$ cat config.mk
export PLATFORM = sky130hd
export DESIGN_NAME = antares_memory_arbiter_flat
export DESIGN_NICKNAME = d
export VERILOG_FILES = /design/src/rtl/antares_memory_arbiter_if.sv /design/src/rtl/antares_memory_arbiter.sv /design/src/flat_wrapper.sv
export SDC_FILE = /design/constraint.sdc
export NUM_CORES = 1
export LEC_CHECK = 0
export BUFFER_PORTS_ARGS = -buffer_cell sky130_fd_sc_hd__buf_2
export CORE_MARGIN = 8
export CORE_UTILIZATION = 33
export CTS_BUF_LIST = sky130_fd_sc_hd__clkbuf_16
export DETAILED_ROUTE_END_ITERATION = 8
export PLACE_DENSITY = 0.67
export SLEW_MARGIN = 40
export SYNTH_ARGS = -nofsm -noshare
export SYNTH_HDL_FRONTEND = slang
export SYNTH_SLANG_ARGS = --single-unit
$ cat constraint.sdc
create_clock -name clk -period 3.3 [get_ports clk]
set_input_delay 0.495 -clock clk [delete_from_list [all_inputs] [get_ports clk]]
set_output_delay 0.495 -clock clk [all_outputs]
set_load 0.02 [all_outputs]
$ cat src/rtl/antares_memory_arbiter_if.sv
// Bus bundle for the memory arbiter: LSU instruction port, LSU data port and the shared slave port.
// The slave modport is the arbiter's view; the master modport is the LSU/slave environment's view.
interface antares_memory_arbiter_if;
    logic [31:0] iport_address;
    logic [3:0]  iport_wr;
    logic        iport_enable;
    logic [31:0] iport_data_o;
    logic        iport_ready;
    logic        iport_error;

    logic [31:0] dport_address;
    logic [31:0] dport_data_i;
    logic [3:0]  dport_wr;
    logic        dport_enable;
    logic [31:0] dport_data_o;
    logic        dport_ready;
    logic        dport_error;

    logic [31:0] mem_address;
    logic [31:0] mem_data_o;
    logic [3:0]  mem_wr;
    logic        mem_enable;
    logic [31:0] mem_data_i;
    logic        mem_ready;
    logic        mem_error;

    modport slave (
        input  iport_address, iport_wr, iport_enable,
        output iport_data_o, iport_ready, iport_error,
        input  dport_address, dport_data_i, dport_wr, dport_enable,
        output dport_data_o, dport_ready, dport_error,
        output mem_address, mem_data_o, mem_wr, mem_enable,
        input  mem_data_i, mem_ready, mem_error
    );

    modport master (
        output iport_address, iport_wr, iport_enable,
        input  iport_data_o, iport_ready, iport_error,
        output dport_address, dport_data_i, dport_wr, dport_enable,
        input  dport_data_o, dport_ready, dport_error,
        input  mem_address, mem_data_o, mem_wr, mem_enable,
        output mem_data_i, mem_ready, mem_error
    );
endinterface

$ cat src/rtl/antares_memory_arbiter.sv
// Merges the LSU instruction and data ports onto one enable/ready memory port, data port first,
// with a bus-timeout that turns a silent slave into a bus error.
module antares_memory_arbiter #(
    parameter int TIMEOUT  = 255,
    parameter int TO_WIDTH = 8
) (
    input  logic                    clk,
    input  logic                    rst,
    antares_memory_arbiter_if.slave bus
);

    typedef enum logic [2:0] {IDLE, BUSY_I, BUSY_D, REL_I, REL_D} state_t;

    localparam logic [TO_WIDTH-1:0] TO_LAST = TO_WIDTH'((TIMEOUT > 0) ? TIMEOUT - 1 : 0);

    state_t              r_state;
    state_t              w_next;
    logic [TO_WIDTH-1:0] r_cnt;
    logic [31:0]         r_mem_address;
    logic [31:0]         r_mem_data;
    logic [3:0]          r_mem_wr;
    logic                r_mem_enable;
    logic [31:0]         r_i_data;
    logic                r_i_ready;
    logic                r_i_error;
    logic [31:0]         r_d_data;
    logic                r_d_ready;
    logic                r_d_error;

    logic w_grant_i;
    logic w_grant_d;
    logic w_timeout;
    logic w_fail;
    logic w_done;
    logic w_is_read;

    // A timeout is handled exactly like a slave error, and an error beats a simultaneous ready.
    assign w_timeout = (TIMEOUT != 0) && (r_cnt == TO_LAST);
    assign w_fail    = bus.mem_error | w_timeout;
    assign w_done    = bus.mem_ready & ~w_fail;
    assign w_is_read = (r_mem_wr == 4'b0000);

    always_ff @(posedge clk) begin
        if (rst) r_state <= IDLE;
        else     r_state <= w_next;
    end

    always_comb begin
        w_next    = r_state;
        w_grant_i = 1'b0;
        w_grant_d = 1'b0;
        case (r_state)
            IDLE: begin
                // Wait for the slave to finish its own release before starting anything new.
                if (!bus.mem_ready && !bus.mem_error) begin
                    if (bus.dport_enable) begin
                        w_grant_d = 1'b1;
                        w_next    = BUSY_D;
                    end else if (bus.iport_enable) begin
                        w_grant_i = 1'b1;
                        w_next    = BUSY_I;
                    end
                end
            end
            BUSY_I:  if (w_fail || bus.mem_ready) w_next = REL_I;
            BUSY_D:  if (w_fail || bus.mem_ready) w_next = REL_D;
            REL_I:   if (!bus.iport_enable) w_next = IDLE;
            REL_D:   if (!bus.dport_enable) w_next = IDLE;
            default: w_next = IDLE;
        endcase
    end

    always_ff @(posedge clk) begin
        if (rst) begin
            r_cnt         <= '0;
            r_mem_address <= '0;
            r_mem_data    <= '0;
            r_mem_wr      <= '0;
            r_mem_enable  <= 1'b0;
            r_i_data      <= '0;
            r_i_ready     <= 1'b0;
            r_i_error     <= 1'b0;
            r_d_data      <= '0;
            r_d_ready     <= 1'b0;
            r_d_error     <= 1'b0;
        end else begin
            case (r_state)
                IDLE: begin
                    if (w_grant_d) begin
                        r_mem_address <= bus.dport_address;
                        r_mem_wr      <= bus.dport_wr;
                        r_mem_data    <= bus.dport_data_i;
                        r_mem_enable  <= 1'b1;
                        r_cnt         <= '0;
                    end else if (w_grant_i) begin
                        r_mem_address <= bus.iport_address;
                        r_mem_wr      <= bus.iport_wr;
                        r_mem_data    <= '0;
                        r_mem_enable  <= 1'b1;
                        r_cnt         <= '0;
                    end
                end
                BUSY_I, BUSY_D: begin
                    r_cnt <= r_cnt + 1'b1;
                    if (w_fail || bus.mem_ready) begin
                        r_mem_enable <= 1'b0;
                        r_mem_wr     <= 4'b0000;
                    end
                    if (r_state == BUSY_I) begin
                        if (w_fail) r_i_error <= 1'b1;
                        if (w_done) r_i_ready <= 1'b1;
                        if (w_done && w_is_read) r_i_data <= bus.mem_data_i;
                    end else begin
                        if (w_fail) r_d_error <= 1'b1;
                        if (w_done) r_d_ready <= 1'b1;
                        if (w_done && w_is_read) r_d_data <= bus.mem_data_i;
                    end
                end
                REL_I: begin
                    if (!bus.iport_enable) begin
                        r_i_ready <= 1'b0;
                        r_i_error <= 1'b0;
                    end
                end
                REL_D: begin
                    if (!bus.dport_enable) begin
                        r_d_ready <= 1'b0;
                        r_d_error <= 1'b0;
                    end
                end
                default: ;
            endcase
        end
    end

    assign bus.mem_address  = r_mem_address;
    assign bus.mem_data_o   = r_mem_data;
    assign bus.mem_wr       = r_mem_wr;
    assign bus.mem_enable   = r_mem_enable;
    assign bus.iport_data_o = r_i_data;
    assign bus.iport_ready  = r_i_ready;
    assign bus.iport_error  = r_i_error;
    assign bus.dport_data_o = r_d_data;
    assign bus.dport_ready  = r_d_ready;
    assign bus.dport_error  = r_d_error;

endmodule

$ cat src/flat_wrapper.sv
// flat-port wrapper written by rule: the top's interface ports become plain ports
module antares_memory_arbiter_flat 
#(
    parameter int TIMEOUT  = 255,
    parameter int TO_WIDTH = 8
)
  (clk, rst, bus_iport_address, bus_iport_wr, bus_iport_enable, bus_iport_data_o, bus_iport_ready, bus_iport_error, bus_dport_address, bus_dport_data_i, bus_dport_wr, bus_dport_enable, bus_dport_data_o, bus_dport_ready, bus_dport_error, bus_mem_address, bus_mem_data_o, bus_mem_wr, bus_mem_enable, bus_mem_data_i, bus_mem_ready, bus_mem_error);
  antares_memory_arbiter_if bus_i ();
  input  logic clk;
  input  logic rst;
  input wire logic [$bits(bus_i.iport_address)-1:0] bus_iport_address;
  input wire logic [$bits(bus_i.iport_wr)-1:0] bus_iport_wr;
  input wire logic [$bits(bus_i.iport_enable)-1:0] bus_iport_enable;
  output wire logic [$bits(bus_i.iport_data_o)-1:0] bus_iport_data_o;
  output wire logic [$bits(bus_i.iport_ready)-1:0] bus_iport_ready;
  output wire logic [$bits(bus_i.iport_error)-1:0] bus_iport_error;
  input wire logic [$bits(bus_i.dport_address)-1:0] bus_dport_address;
  input wire logic [$bits(bus_i.dport_data_i)-1:0] bus_dport_data_i;
  input wire logic [$bits(bus_i.dport_wr)-1:0] bus_dport_wr;
  input wire logic [$bits(bus_i.dport_enable)-1:0] bus_dport_enable;
  output wire logic [$bits(bus_i.dport_data_o)-1:0] bus_dport_data_o;
  output wire logic [$bits(bus_i.dport_ready)-1:0] bus_dport_ready;
  output wire logic [$bits(bus_i.dport_error)-1:0] bus_dport_error;
  output wire logic [$bits(bus_i.mem_address)-1:0] bus_mem_address;
  output wire logic [$bits(bus_i.mem_data_o)-1:0] bus_mem_data_o;
  output wire logic [$bits(bus_i.mem_wr)-1:0] bus_mem_wr;
  output wire logic [$bits(bus_i.mem_enable)-1:0] bus_mem_enable;
  input wire logic [$bits(bus_i.mem_data_i)-1:0] bus_mem_data_i;
  input wire logic [$bits(bus_i.mem_ready)-1:0] bus_mem_ready;
  input wire logic [$bits(bus_i.mem_error)-1:0] bus_mem_error;
  assign bus_i.iport_address = bus_iport_address;
  assign bus_i.iport_wr = bus_iport_wr;
  assign bus_i.iport_enable = bus_iport_enable;
  assign bus_iport_data_o = bus_i.iport_data_o;
  assign bus_iport_ready = bus_i.iport_ready;
  assign bus_iport_error = bus_i.iport_error;
  assign bus_i.dport_address = bus_dport_address;
  assign bus_i.dport_data_i = bus_dport_data_i;
  assign bus_i.dport_wr = bus_dport_wr;
  assign bus_i.dport_enable = bus_dport_enable;
  assign bus_dport_data_o = bus_i.dport_data_o;
  assign bus_dport_ready = bus_i.dport_ready;
  assign bus_dport_error = bus_i.dport_error;
  assign bus_mem_address = bus_i.mem_address;
  assign bus_mem_data_o = bus_i.mem_data_o;
  assign bus_mem_wr = bus_i.mem_wr;
  assign bus_mem_enable = bus_i.mem_enable;
  assign bus_i.mem_data_i = bus_mem_data_i;
  assign bus_i.mem_ready = bus_mem_ready;
  assign bus_i.mem_error = bus_mem_error;
  antares_memory_arbiter #(.TIMEOUT(TIMEOUT), .TO_WIDTH(TO_WIDTH)) u_core (.clk(clk), .rst(rst), .bus(bus_i));
endmodule
==> reports/metrics.csv <==
stage,metric,value,unit
routing,drt_pass1_iterations,4,
clock_tree,cts_tree,built,
clock_tree,cts_buffers,17,
sta,hold_violations,0,
worst_setup_path,critPathArrivalTime,2.65,ns
layout,antenna-diode-count,0,
yosys,synth_top_area_share,52.0,%
floorplan,dieArea,21700,sq um
layout,layout.cells.non_filler,1122,
layout,num-nets-final,1029,
clock_tree,cts_buffer_depth,2,
routing,wire_per_inst,16.2,microns
floorplan,num_rows,48,
yosys,ys_seq_elements,148,
clock_tree,cts_setup_buffers,0,
yosys,synthesis.area,5690,sq um
power,total_power,4290,uW
clock_tree,cts_hold_buffers,0,
layout,stdcell_area,7750,sq um
yosys,synth_cell_type_count,55,
worst_setup_path,critPathLaunch,u_core.r_state[0],
floorplan,die_x,147,microns
placed_design,placedCellCount,1091,
global_routing,grt_start_max_net_pins,77,
yosys,synth_nets,765,
global_routing,antenna_found_initial,0,
global_routing,grtUsageMet3,5.17,%
global_routing,grt_use_total,16.1,%
global_routing,busiest_layer,met2,
clock_tree,root_buffer,clkbuf_16,
placed_design,routabilityCongestion,0.825,
clock_tree,numClockSinks,148,
worst_setup_path,r2r_end,u_core.bus.mem_wr[0],
sta,tightestPinTransition,0.811,ns
yosys,synth_edf_count,0,
yosys,async_reset_ff_share,0,%
floorplan,design.core.area,17100,sq um
routing,ant_nets,0,
worst_setup_path,reg2reg_depth,5,
power,leakagePower,0.00367,uW
sta,setup_tns,0,ns
sta,rsz0062_at_grt,false,
sta,relSlewSlack,45.9,%
sta,fmax,421,MHz
sta,timing.final.crit_share,72.0,%
floorplan,boundaryPins,279,
placed_design,placement.cell_area,7200,sq um
clock_tree,insertion_delay,0.41,ns
worst_setup_path,cpPeakStageDelay,0.67,ns
worst_setup_path,cp_max_fo,25,
layout,drive_above_1_share,37.0,%
worst_setup_path,worstReg2RegStart,u_core.r_state[0],
yosys,yosysWarnings,0,
yosys,syn_inst,621,
worst_setup_path,crit_slowest_cell,nand3_2,
yosys,synth_common_cells,"nand2_1 (174), dfxtp_1 (148), a21oi_1 (75)",
sta,clock_skew,0.00973,ns
power,power-per-cell-area,554,nW/um^2
power,ir_drop,0.000309,V
yosys,synthTopCellsByArea,"dfxtp_1 (52%), nand2_1 (11%), a21oi_1 (6.6%), mux2i_1 (6.3%), a22o_1 (4.9%)",
global_routing,grt_pass1_wl,28.1,mm
clock_tree,post_cts_resized,0,
worst_setup_path,cp.required,3.57,ns
status,status,finished clean,
worst_setup_path,path_cells,nor3_4 > nand3_2 > buf_4 > mux2i_1 > o32ai_1,
yosys,synth_ff_type,dfxtp_1,
global_routing,grtUsageMet1,18.6,%
global_routing,grt.overflow.total,0,
yosys,yosys.area.top_type,dfxtp_1,
yosys,synth.most_common_cell,nand2_1,
yosys,synth_area_per_cell,9.17,sq um
layout,final_core_utilization,45.5,%
sta,slew_viol_final,0,
sta,min_period,2.38,ns
yosys,synth-seq-area-share,52.0,%
routing,drc,0,
sta,setup_violations,0,
routing,viasPerCell,4.64,
clock_tree,clk_pin_slew,0.06,ns
routing,wirelength,18.2,mm
global_routing,grt_pass1_vias,5144,
worst_setup_path,worstSetupPathType,reg -> reg,
floorplan,start_util,33.4,%
min_path,holdCritPathClass,in -> reg,
worst_setup_path,reg2reg_slack,0.92,ns
floorplan,die_h,147,microns
clock_tree,htreeDepth,4,
routing,num_vias,5207,
layout,syn_to_final_growth,36.2,%
worst_setup_path,endpoint,u_core.bus.mem_wr[0],
worst_setup_path,start_kind,flop,
global_routing,use_met2,27.6,%
routing,drt-initial-drc-count,210,
worst_setup_path,end_kind,flop,
placed_design,hpwl,13.4,mm
placed_design,io_buffers,278,
flow_run,drv_cap,0,
==> cells in the final DEF, fill, tap and decap left out, types with 2 or more instances in the layout <==
| master | instances |
|---|---|
| o32ai_1 | 4 |
| nand4_1 | 4 |
| o31ai_1 | 4 |
| buf_2 | 278 |
| clkbuf_16 | 17 |
| o2111ai_2 | 2 |
| buf_4 | 9 |
| nor2_2 | 2 |
| a22o_1 | 32 |
| a21oi_1 | 75 |
| nand3b_1 | 4 |
| or3_1 | 4 |
| o21ai_0 | 36 |
| inv_1 | 9 |
| nor2_1 | 4 |
| clkinv_4 | 2 |
| a21oi_2 | 4 |
| dfxtp_1 | 148 |
| ha_1 | 2 |
| clkinv_1 | 2 |
| or4_1 | 4 |
| bufinv_16 | 2 |
| nand3_1 | 2 |
| nand2_1 | 174 |
| mux2i_1 | 36 |
| clkinv_2 | 4 |
==> worst max-delay path, delay by kind of cell, from the launching register on <==
kind / cells / cell delay (ns)
buffers and inverters: 1 / 0.47
AND/OR/NAND/NOR: 2 / 1.02
flip-flops: 1 / 0.46
AO/OA/AOI/OAI: 1 / 0.10
multiplexers: 1 / 0.17
==> layer usage <==
metal	part of all wire (%)	up-vias
met5	0	-
met4	0.73	0
met3	4.9	8
met2	52	123
met1	42	2392
li1	-	2684
==> how the worst min path moves through the flow <==
stage	start	endpoint	slack, ns	cells after the start
after floorplan	u_core.r_cnt[6]	u_core.r_cnt[6]	0.46	2
after global placement	u_core.bus.mem_address[13]	u_core.bus.mem_address[13]	0.43	2
after detailed placement	u_core.bus.mem_address[21]	u_core.bus.mem_address[21]	0.44	2
after CTS	bus_dport_data_i[15]	u_core.bus.mem_data_o[15]	0.27	2
after global routing	bus_dport_data_i[15]	u_core.bus.mem_data_o[15]	0.27	2
final	bus_dport_data_i[5]	u_core.bus.mem_data_o[5]	0.29	2
==> state kept, by name (all words and copies together), names as in the netlist <==
signal	count
u_core.bus.iport_error	1
u_core.bus.mem_data_o	32
u_core.bus.dport_data_o	32
u_core.bus.dport_error	1
u_core.bus.mem_wr	4
u_core.bus.mem_enable	1
u_core.bus.iport_data_o	32
u_core.bus.iport_ready	1
u_core.r_cnt	8
u_core.r_state	3
u_core.bus.dport_ready	1
u_core.bus.mem_address	32
==> where the power goes <==
| group | switching (uW) | leakage [uW] | internal (uW) | total, uW |
|---|---|---|---|---|
| Clock | 721 | 0.000281 | 1090 | 1810 |
| Sequential | 54.0 | 0.00120 | 1860 | 1920 |
| Combinational | 343 | 0.00219 | 221 | 564 |
==> stage by stage <==
step / hold WS, ns / setup slack, ns
3_5_place_dp: 0.437 / 0.646
3_3_place_gp: 0.430 / 0.761
2_1_floorplan: 0.461 / 1.71
6_report: 0.291 / 0.923
4_1_cts: 0.268 / 0.887
5_1_grt: 0.272 / 0.734
==> area by class of cell <==
cell class	instances	area (sq um)
fillers	1717	9300
flip-flops and latches	148	2960
multi-input cells	424	2470
repair buffers	288	1470
clock buffers	17	425
well taps	225	282
clock inverters	14	124
inverters	6	22.5
==> cells by family after synthesis <==
family,Yosys count,synth area share [%]
and+or+nand+nor,213,16.7
AOI/OAI and AO/OA,172,19.6
adders and majority gates,2,0.439
DFF,148,52.0
buffers and inverters,49,4.72
xor gates and xnor gates,1,0.154
muxes,36,6.33
Power figures use the tool's default switching activity.
